[src/rtl/cpu_pkg.sv]
// rtl/cpu_pkg.sv - T-state constants shared by the sequencer and the control-word decoder
package cpu_pkg;

  localparam int NUM_T_STATES = 6;

  localparam logic [2:0] T1_IDX = 3'd0;
  localparam logic [2:0] T2_IDX = 3'd1;
  localparam logic [2:0] T3_IDX = 3'd2;
  localparam logic [2:0] T4_IDX = 3'd3;
  localparam logic [2:0] T5_IDX = 3'd4;
  localparam logic [2:0] T6_IDX = 3'd5;

  localparam logic [2:0] FETCH_LAST_IDX = T3_IDX;

  // Lowest set bit wins, so a corrupted vector still yields a stable index.
  function automatic logic [2:0] onehot_idx(input logic [7:0] v);
    logic [2:0] idx;
    idx = T1_IDX;
    for (int i = 7; i >= 0; i--) begin
      if (v[i]) idx = 3'(i);
    end
    return idx;
  endfunction

endpackage

[src/rtl/t_state_counter_if.sv]
// rtl/t_state_counter_if.sv - control and status bundle of the T-state sequencer (step only with T_STATE_STEP_EN)
interface t_state_counter_if #(
  parameter int NUM_STATES = 6,
  parameter int CNT_W      = 8
);
  logic                  hlt;
  logic                  restart;
`ifdef T_STATE_STEP_EN
  logic                  step;
`endif
  logic [NUM_STATES-1:0] t_state;
  logic [2:0]            t_index;
  logic                  fetch;
  logic                  cycle_done;
  logic [CNT_W-1:0]      instr_count;

  modport master (
    output hlt, restart,
`ifdef T_STATE_STEP_EN
    output step,
`endif
    input  t_state, t_index, fetch, cycle_done, instr_count
  );

  modport slave (
    input  hlt, restart,
`ifdef T_STATE_STEP_EN
    input  step,
`endif
    output t_state, t_index, fetch, cycle_done, instr_count
  );
endinterface

[src/rtl/step_edge.sv]
// rtl/step_edge.sv - synchronous rising-edge detector whose history resets high
module step_edge (
  input  logic clk,
  input  logic clr_n,
  input  logic hold,
  input  logic d,
  output logic rise
);
  logic prev_q, prev_d;

  always_comb begin
    prev_d = prev_q;
    if (!hold) prev_d = d;
  end

  // History resets to 1 so a level held through reset is not seen as an edge.
  always_ff @(posedge clk) begin
    if (!clr_n) prev_q <= 1'b1;
    else        prev_q <= prev_d;
  end

  assign rise = d & ~prev_q;
endmodule

[src/rtl/t_state_counter.sv]
// rtl/t_state_counter.sv - one-hot T1..Tn ring with halt, restart and completion count; T_STATE_STEP_EN adds single-step
module t_state_counter
  import cpu_pkg::*;
#(
  parameter int NUM_STATES = NUM_T_STATES,
  parameter int CNT_W      = 8
) (
  input  logic              clk,
  input  logic              clr_n,
  t_state_counter_if.slave  bus
);
  logic [NUM_STATES-1:0] t_state_q, t_state_d;
  logic [CNT_W-1:0]      count_q, count_d;
  logic                  done_q, done_d;
  logic                  adv_en;
  logic                  legal;
  logic [2:0]            idx;

`ifdef T_STATE_STEP_EN
  step_edge u_step_edge (
    .clk   (clk),
    .clr_n (clr_n),
    .hold  (bus.hlt),
    .d     (bus.step),
    .rise  (adv_en)
  );
`else
  assign adv_en = 1'b1;
`endif

  assign legal = $onehot(t_state_q);

  always_comb begin
    t_state_d = t_state_q;
    count_d   = count_q;
    done_d    = 1'b0;
    if (!bus.hlt) begin
      if (!legal) begin
        t_state_d = NUM_STATES'(1);
      end else if (adv_en) begin
        if (bus.restart || t_state_q[NUM_STATES-1]) begin
          t_state_d = NUM_STATES'(1);
          done_d    = 1'b1;
          count_d   = count_q + CNT_W'(1);
        end else begin
          t_state_d = t_state_q << 1;
        end
      end
    end
  end

  always_ff @(posedge clk) begin
    if (!clr_n) begin
      t_state_q <= NUM_STATES'(1);
      count_q   <= '0;
      done_q    <= 1'b0;
    end else begin
      t_state_q <= t_state_d;
      count_q   <= count_d;
      done_q    <= done_d;
    end
  end

  assign idx             = onehot_idx(8'(t_state_q));
  assign bus.t_state     = t_state_q;
  assign bus.t_index     = idx;
  assign bus.fetch       = (idx <= FETCH_LAST_IDX);
  assign bus.cycle_done  = done_q;
  assign bus.instr_count = count_q;
endmodule

[src/flat_wrapper.sv]
// flat-port wrapper written by rule: the top's interface ports become plain ports
module t_state_counter_flat import cpu_pkg::*;
#(
  parameter int NUM_STATES = NUM_T_STATES,
  parameter int CNT_W      = 8
)
  (clk, clr_n, bus_hlt, bus_restart, bus_t_state, bus_t_index, bus_fetch, bus_cycle_done, bus_instr_count);
  t_state_counter_if #(.NUM_STATES(NUM_STATES), .CNT_W(CNT_W)) bus_i ();
  input  logic clk;
  input  logic clr_n;
  input wire logic [$bits(bus_i.hlt)-1:0] bus_hlt;
  input wire logic [$bits(bus_i.restart)-1:0] bus_restart;
  output wire logic [$bits(bus_i.t_state)-1:0] bus_t_state;
  output wire logic [$bits(bus_i.t_index)-1:0] bus_t_index;
  output wire logic [$bits(bus_i.fetch)-1:0] bus_fetch;
  output wire logic [$bits(bus_i.cycle_done)-1:0] bus_cycle_done;
  output wire logic [$bits(bus_i.instr_count)-1:0] bus_instr_count;
  assign bus_i.hlt = bus_hlt;
  assign bus_i.restart = bus_restart;
  assign bus_t_state = bus_i.t_state;
  assign bus_t_index = bus_i.t_index;
  assign bus_fetch = bus_i.fetch;
  assign bus_cycle_done = bus_i.cycle_done;
  assign bus_instr_count = bus_i.instr_count;
  t_state_counter #(.NUM_STATES(NUM_STATES), .CNT_W(CNT_W)) u_core (.clk(clk), .clr_n(clr_n), .bus(bus_i));
endmodule
[config.mk]
export PLATFORM = sky130hd
export DESIGN_NAME = t_state_counter_flat
export DESIGN_NICKNAME = d
export VERILOG_FILES = /design/src/rtl/cpu_pkg.sv /design/src/rtl/t_state_counter_if.sv /design/src/rtl/step_edge.sv /design/src/rtl/t_state_counter.sv /design/src/flat_wrapper.sv
export SDC_FILE = /design/constraint.sdc
export NUM_CORES = 1
export LEC_CHECK = 0
export ABC_CLOCK_PERIOD_IN_PS = 4300
export CORE_UTILIZATION = 27
export CTS_CLUSTER_SIZE = 40
export DETAILED_ROUTE_END_ITERATION = 12
export GPL_TIMING_DRIVEN = 0
export PLACE_DENSITY = 0.53
export SLEW_MARGIN = 5
export SYNTH_ARGS = -nofsm -noshare
export SYNTH_HDL_FRONTEND = slang
export SYNTH_SLANG_ARGS = --single-unit
[constraint.sdc]
create_clock -name clk -period 4.3 [get_ports clk]
set_clock_uncertainty 0.15 [all_clocks]
set_input_delay 0.86 -clock clk [delete_from_list [all_inputs] [get_ports clk]]
set_output_delay 0.86 -clock clk [all_outputs]
set_load 0.005 [all_outputs]
# After elaboration in Yosys (flattened, before gate mapping)
# Cells that the tools add are included.
[totals]
mem_bits_ro = 0
regBits = 15
output_inout_bits = 19
ramBits = 0
latch_bits = 0
elab_cells = 26
n_memories = 0
[op_classes]
shift = 0
n_lt_le_gt_ge = 1
n_eq_ne = 1
n_bitwise = 3
n_div = 0
mul = 0
add_sub_neg = 6
reduce_logical = 3
muxes = 9
[op_table]
columns = ["operator", "count"]
rows = [
  ["$mux 3", 6],
  ["$mux 6", 2],
  ["$add 8x1->8 const B", 1],
  ["$add 1x1->2", 3],
  ["$add 3x3->3", 2],
  ["$eq 3x1->1 const B", 1],
  ["$le 3x2->1 const B", 1],
  ["$not 1->1", 3],
  ["$reduce_and 3->1", 1],
  ["$reduce_or 3->1", 1],
  ["$logic_or 1x1->1", 1],
  ["$mux 1", 1],
]

# Depth between registers and ports, before layout
[logic_depth]
ltp_word = 7
depth_mapped = 9

# Worst setup path after synthesis
# No wires, ideal clock.
[synth_path]
path_type = "register -> register"
startpoint = "reg u_core.t_state_q[5], in the netlist u_core.bus.t_state[5]"
endpoint = "reg u_core.count_q[6], in the netlist u_core.bus.instr_count[6]"
path_buffers = 0
synth_period_minus_slack_ps = 2540
path_slack_ps = 1760
stages_incl_launch_ff = 9
arrival_time_ps = 2320
setup_ps = 70
path_cell_list = "dfxtp_1 inv_1 ha_1 fa_1 ha_1 nor3b_4 nand4_2 or3_1 a21oi_1"
[synth_via]
elab_chain_len = 4
word_cells_on_any_way = 5
cone_classes = "add/sub: 2; eq/ne: 1; reduce/logical: 2"
[synth_rtl]
columns = ["item", "line", "source"]
rows = [
  ["start: declaration", "t_state_counter.sv:12", "logic [NUM_STATES-1:0] t_state_q, t_state_d;"],
  ["start signal: assignment", "t_state_counter.sv:58", "t_state_q <= t_state_d;"],
  ["$add 1x1->2 (implied by the code)", "t_state_counter.sv:31", "assign legal = $onehot(t_state_q);"],
  ["$add 3x3->3 (implied by the code)", "t_state_counter.sv:31", ""],
  ["$eq 3x1->1", "t_state_counter.sv:31", ""],
  ["$reduce_and 3->1 (no source line) (*)", "n/a", ""],
  ["end signal: assignment", "t_state_counter.sv:59", "count_q <= count_d;"],
  ["end: declaration", "t_state_counter.sv:13", "logic [CNT_W-1:0] count_q, count_d;"],
]
# Mark *: on every way between the ends. The rest lies on a longest branch, timed or not.
# A chain may end at the register's enable or synchronous reset.

# Final worst setup path
[layout_path]
startpoint = "reg u_core.t_state_q[4], in the netlist u_core.bus.t_state[4]"
endpoint = "out bus_fetch"
[layout_via]
elab_chain_len = 6
[layout_rtl]
columns = ["item", "line", "source"]
rows = [
  ["$mux 3 (5 in a row)", "cpu_pkg.sv:20", "if (v[i]) idx = 3'(i);"],
  ["$le 3x2->1", "t_state_counter.sv:67", "assign bus.fetch = (idx <= FETCH_LAST_IDX);"],
  ["end: declaration", "flat_wrapper.sv:15", "output wire logic [$bits(bus_i.fetch)-1:0] bus_fetch;"],
]
# Every way passes these cells.

==> impl_metrics.tcl <==
set metrics [dict create \
    status "complete, but fails checks" \
    violations "design-rule violations" \
    worstSetupStartpointType "flop" \
    rrSetupSlack_ps 1520 \
    r2r_cells 8 \
    dp_hpwl_mm 1.32 \
    worstHoldEndpoint "u_core.bus.instr_count[6]" \
    drtAntennaViolNets 0 \
    die-area_mm2 0.00325 \
    hold_class "flop to flop" \
    ctsHoldBuffers 0 \
    clk_latency_ps 280 \
    slew_headroom 0.678 \
    yosys.area_share.simple 0.236 \
    worstReg2RegEnd "u_core.bus.instr_count[6]" \
    gp_congestion 0.703 \
    cts_setup_buffers 0 \
    synth_compound_area_frac 0.101 \
    hold_start "u_core.bus.instr_count[6]" \
    synthArstFlopShare 0 \
    routedWlPerCell_um 11.8 \
    setup_viol 0 \
    first_global_vias 686 \
    syn_inst 87 \
    setup_tns_ps 0 \
    yosys_most_used_dff "dfxtp_1" \
    r2r-start "u_core.bus.t_state[5]" \
    portBuffers 22 \
    syn_area_per_cell_um2 9.39 \
    grt_pass1_wl_mm 3.11 \
    grt_max_degree 11 \
    leakage_uw 0.000445 \
    yosysWarningCount 0 \
    p_per_area_mw_per_mm2 240 \
    drive_gt1_frac 0.0973 \
    period_share 0.653 \
    syn_nets 101 \
    max_slew.worst_pin.slew_ps 483 \
    timing.fmax_mhz 356 \
    h-tree-depth 1 \
    worstSetupPathType "flop to output port" \
    first_iter_violations 15 \
    min_path_cells 2 \
    ys_ff_latch 15 \
    drc 3 \
    syn_area_um2 817 \
    synth_edf_count 0 \
    die_x_um 57.0 \
    cap_violations 0 \
    rsz0062_at_grt "no" \
    path_clk_slew_ps 90 \
    synth_most_common_cell "nor2_1" \
    via_count 700 \
    postCtsResizedCells 0 \
    final_nets 128 \
    worstPathRequired_ps 3290 \
    synth_top_family_by_area "simple AND/OR/NAND/NOR gates" \
    rows 19 \
    via_per_inst 4.86 \
    synth-seq-area-share 0.368 \
    crit_path_end_kind "output port" \
    ir_drop_mv 0.134 \
    ios 23 \
    dr.pass1.iters 8 \
    cts_tree "built" \
    wl_mm 1.69 \
    post-route-util 0.393 \
    antenna_cells 0 \
    antenna_found_initial 0 \
    cts.sinks 15 \
    synthTopCellsByCount "nor2_1 (17), dfxtp_1 (15), ha_1 (8)" \
    yosysUniqueCellTypes 30 \
    clock-root-buffer "clkbuf_4" \
    post-synth-top-area-cell "dfxtp_1" \
    synthXorXnorAreaFrac 0.0735 \
    dieHeight_um 57.0 \
    core_area_mm2 0.00281 \
    slew_viol_final 0 \
    grt_use_total 0.124 \
    grt_overflow 0 \
    final-hold-violation-count 0 \
    cts_buffer_depth 2 \
    worst-path-max-fanout 5 \
    synth.area.mux_share 0.0123 \
    cts_made_buffers 3 \
    synth_top_area_frac 0.368 \
    areaGrowthSynthToFinish_pct 35.1 \
    synthAdderAreaFrac 0.172 \
    fin_crit_ps 2810 \
    start_util 0.291 \
    netlist_top_cells_area "dfxtp_1 (37%), ha_1 (12%), nor2_1 (7.8%), fa_1 (4.9%), a22oi_1 (4.6%)" \
    n_fill_cell 309 \
    cp.arrival_ps 1800 \
]
[power breakdown]
part | internal [uW] | switching (uW)
registers | 143 | 4.88
logic | 19.7 | 16.3
clock network | 34.5 | 46.9
total | 197 | 68.0
[cells by family after synthesis]
| group | Yosys count |
|---|---|
| buffers and inverters | 8 |
| AOI/OAI and AO/OA | 12 |
| muxes | 1 |
| xor gates and xnor gates | 6 |
| adders and majority gates | 10 |
| DFF | 15 |
| and+or+nand+nor | 35 |
[registers in the layout (all words and copies together) (netlist names)]
register and flops:
u_core.bus.cycle_done 1, u_core.bus.instr_count 8, u_core.bus.t_state 6
[worst max-delay path by stage]
| stage | start | end | slack, ps | cells after the start |
|---|---|---|---|---|
| global route | u_core.bus.t_state[4] | bus_fetch | 1330 | 6 |
| global placement | u_core.bus.t_state[5] | u_core.bus.instr_count[6] | 1570 | 8 |
| finish | u_core.bus.t_state[4] | bus_fetch | 1490 | 6 |
| detailed placement | u_core.bus.t_state[5] | u_core.bus.instr_count[6] | 1550 | 8 |
| floorplan | u_core.bus.t_state[5] | u_core.bus.instr_count[6] | 1760 | 8 |
| CTS | u_core.bus.t_state[4] | bus_fetch | 1470 | 6 |
[area by class of cell]
type | count | area (um2) | area share
Multi-Input combinational cell | 64 | 485 | 0.440
Sequential cell | 15 | 300 | 0.272
Timing Repair Buffer | 22 | 220 | 0.200
Tap cell | 31 | 38.8 | 0.0351
Clock buffer | 3 | 22.5 | 0.0204
Inverter | 6 | 22.5 | 0.0204
Buffer | 2 | 8.76 | 0.00794
Clock inverter | 1 | 5.00 | 0.00454
[per-stage QoR]
stage	cell area [um2]	instances	hold slack, ps	worst slack (ps)	power [uW]
3_3_place_gp	1080	140	360	1570	186
6_report	1100	144	384	1490	265
2_1_floorplan	817	87	350	1760	170
3_5_place_dp	1080	140	376	1550	187
4_1_cts	1100	144	392	1470	270
5_1_grt	1100	144	445	1330	279
[worst max-delay path: stages (launching register included)]
cell             delay, ps
dfxtp_1                420
inv_1                   90
ha_1                   200
nor2_1                 130
o22ai_1                100
nand2b_1                70
clkdlybuf4s50_1        500
[layout by cell type, fill, tap and decap left out, drive strengths merged]
| cell type | instances |
|---|---|
| a21oi | 2 |
| a22oi | 5 |
| a31o | 1 |
| and3 | 3 |
| and4 | 1 |
| buf | 1 |
| clkbuf | 4 |
| clkdlybuf4s50 | 22 |
| clkinv | 1 |
| dfxtp | 15 |
| fa | 2 |
| ha | 8 |
| inv | 6 |
| mux2i | 1 |
| nand2 | 1 |
| nand2b | 1 |
| nand3 | 1 |
| nand4 | 4 |
| nor2 | 17 |
| nor2b | 1 |
| nor3 | 2 |
| nor3b | 1 |
| o211a | 1 |
| o21ai | 2 |
| o22ai | 1 |
| or2 | 1 |
| or3 | 2 |
| xnor2 | 2 |
| xor2 | 4 |
[routing by layer]
metal / vias to the layer above / wire [um] / track usage
met1: 332 / 810 / 0.168
met4: 0 / 0 / 0.0418
met5: - / 0 / 0
met2: 17 / 840 / 0.192
li1: 351 / - / -
met3: 0 / 43 / 0.0340
Note: power is estimated with default switching activity, not from simulation.
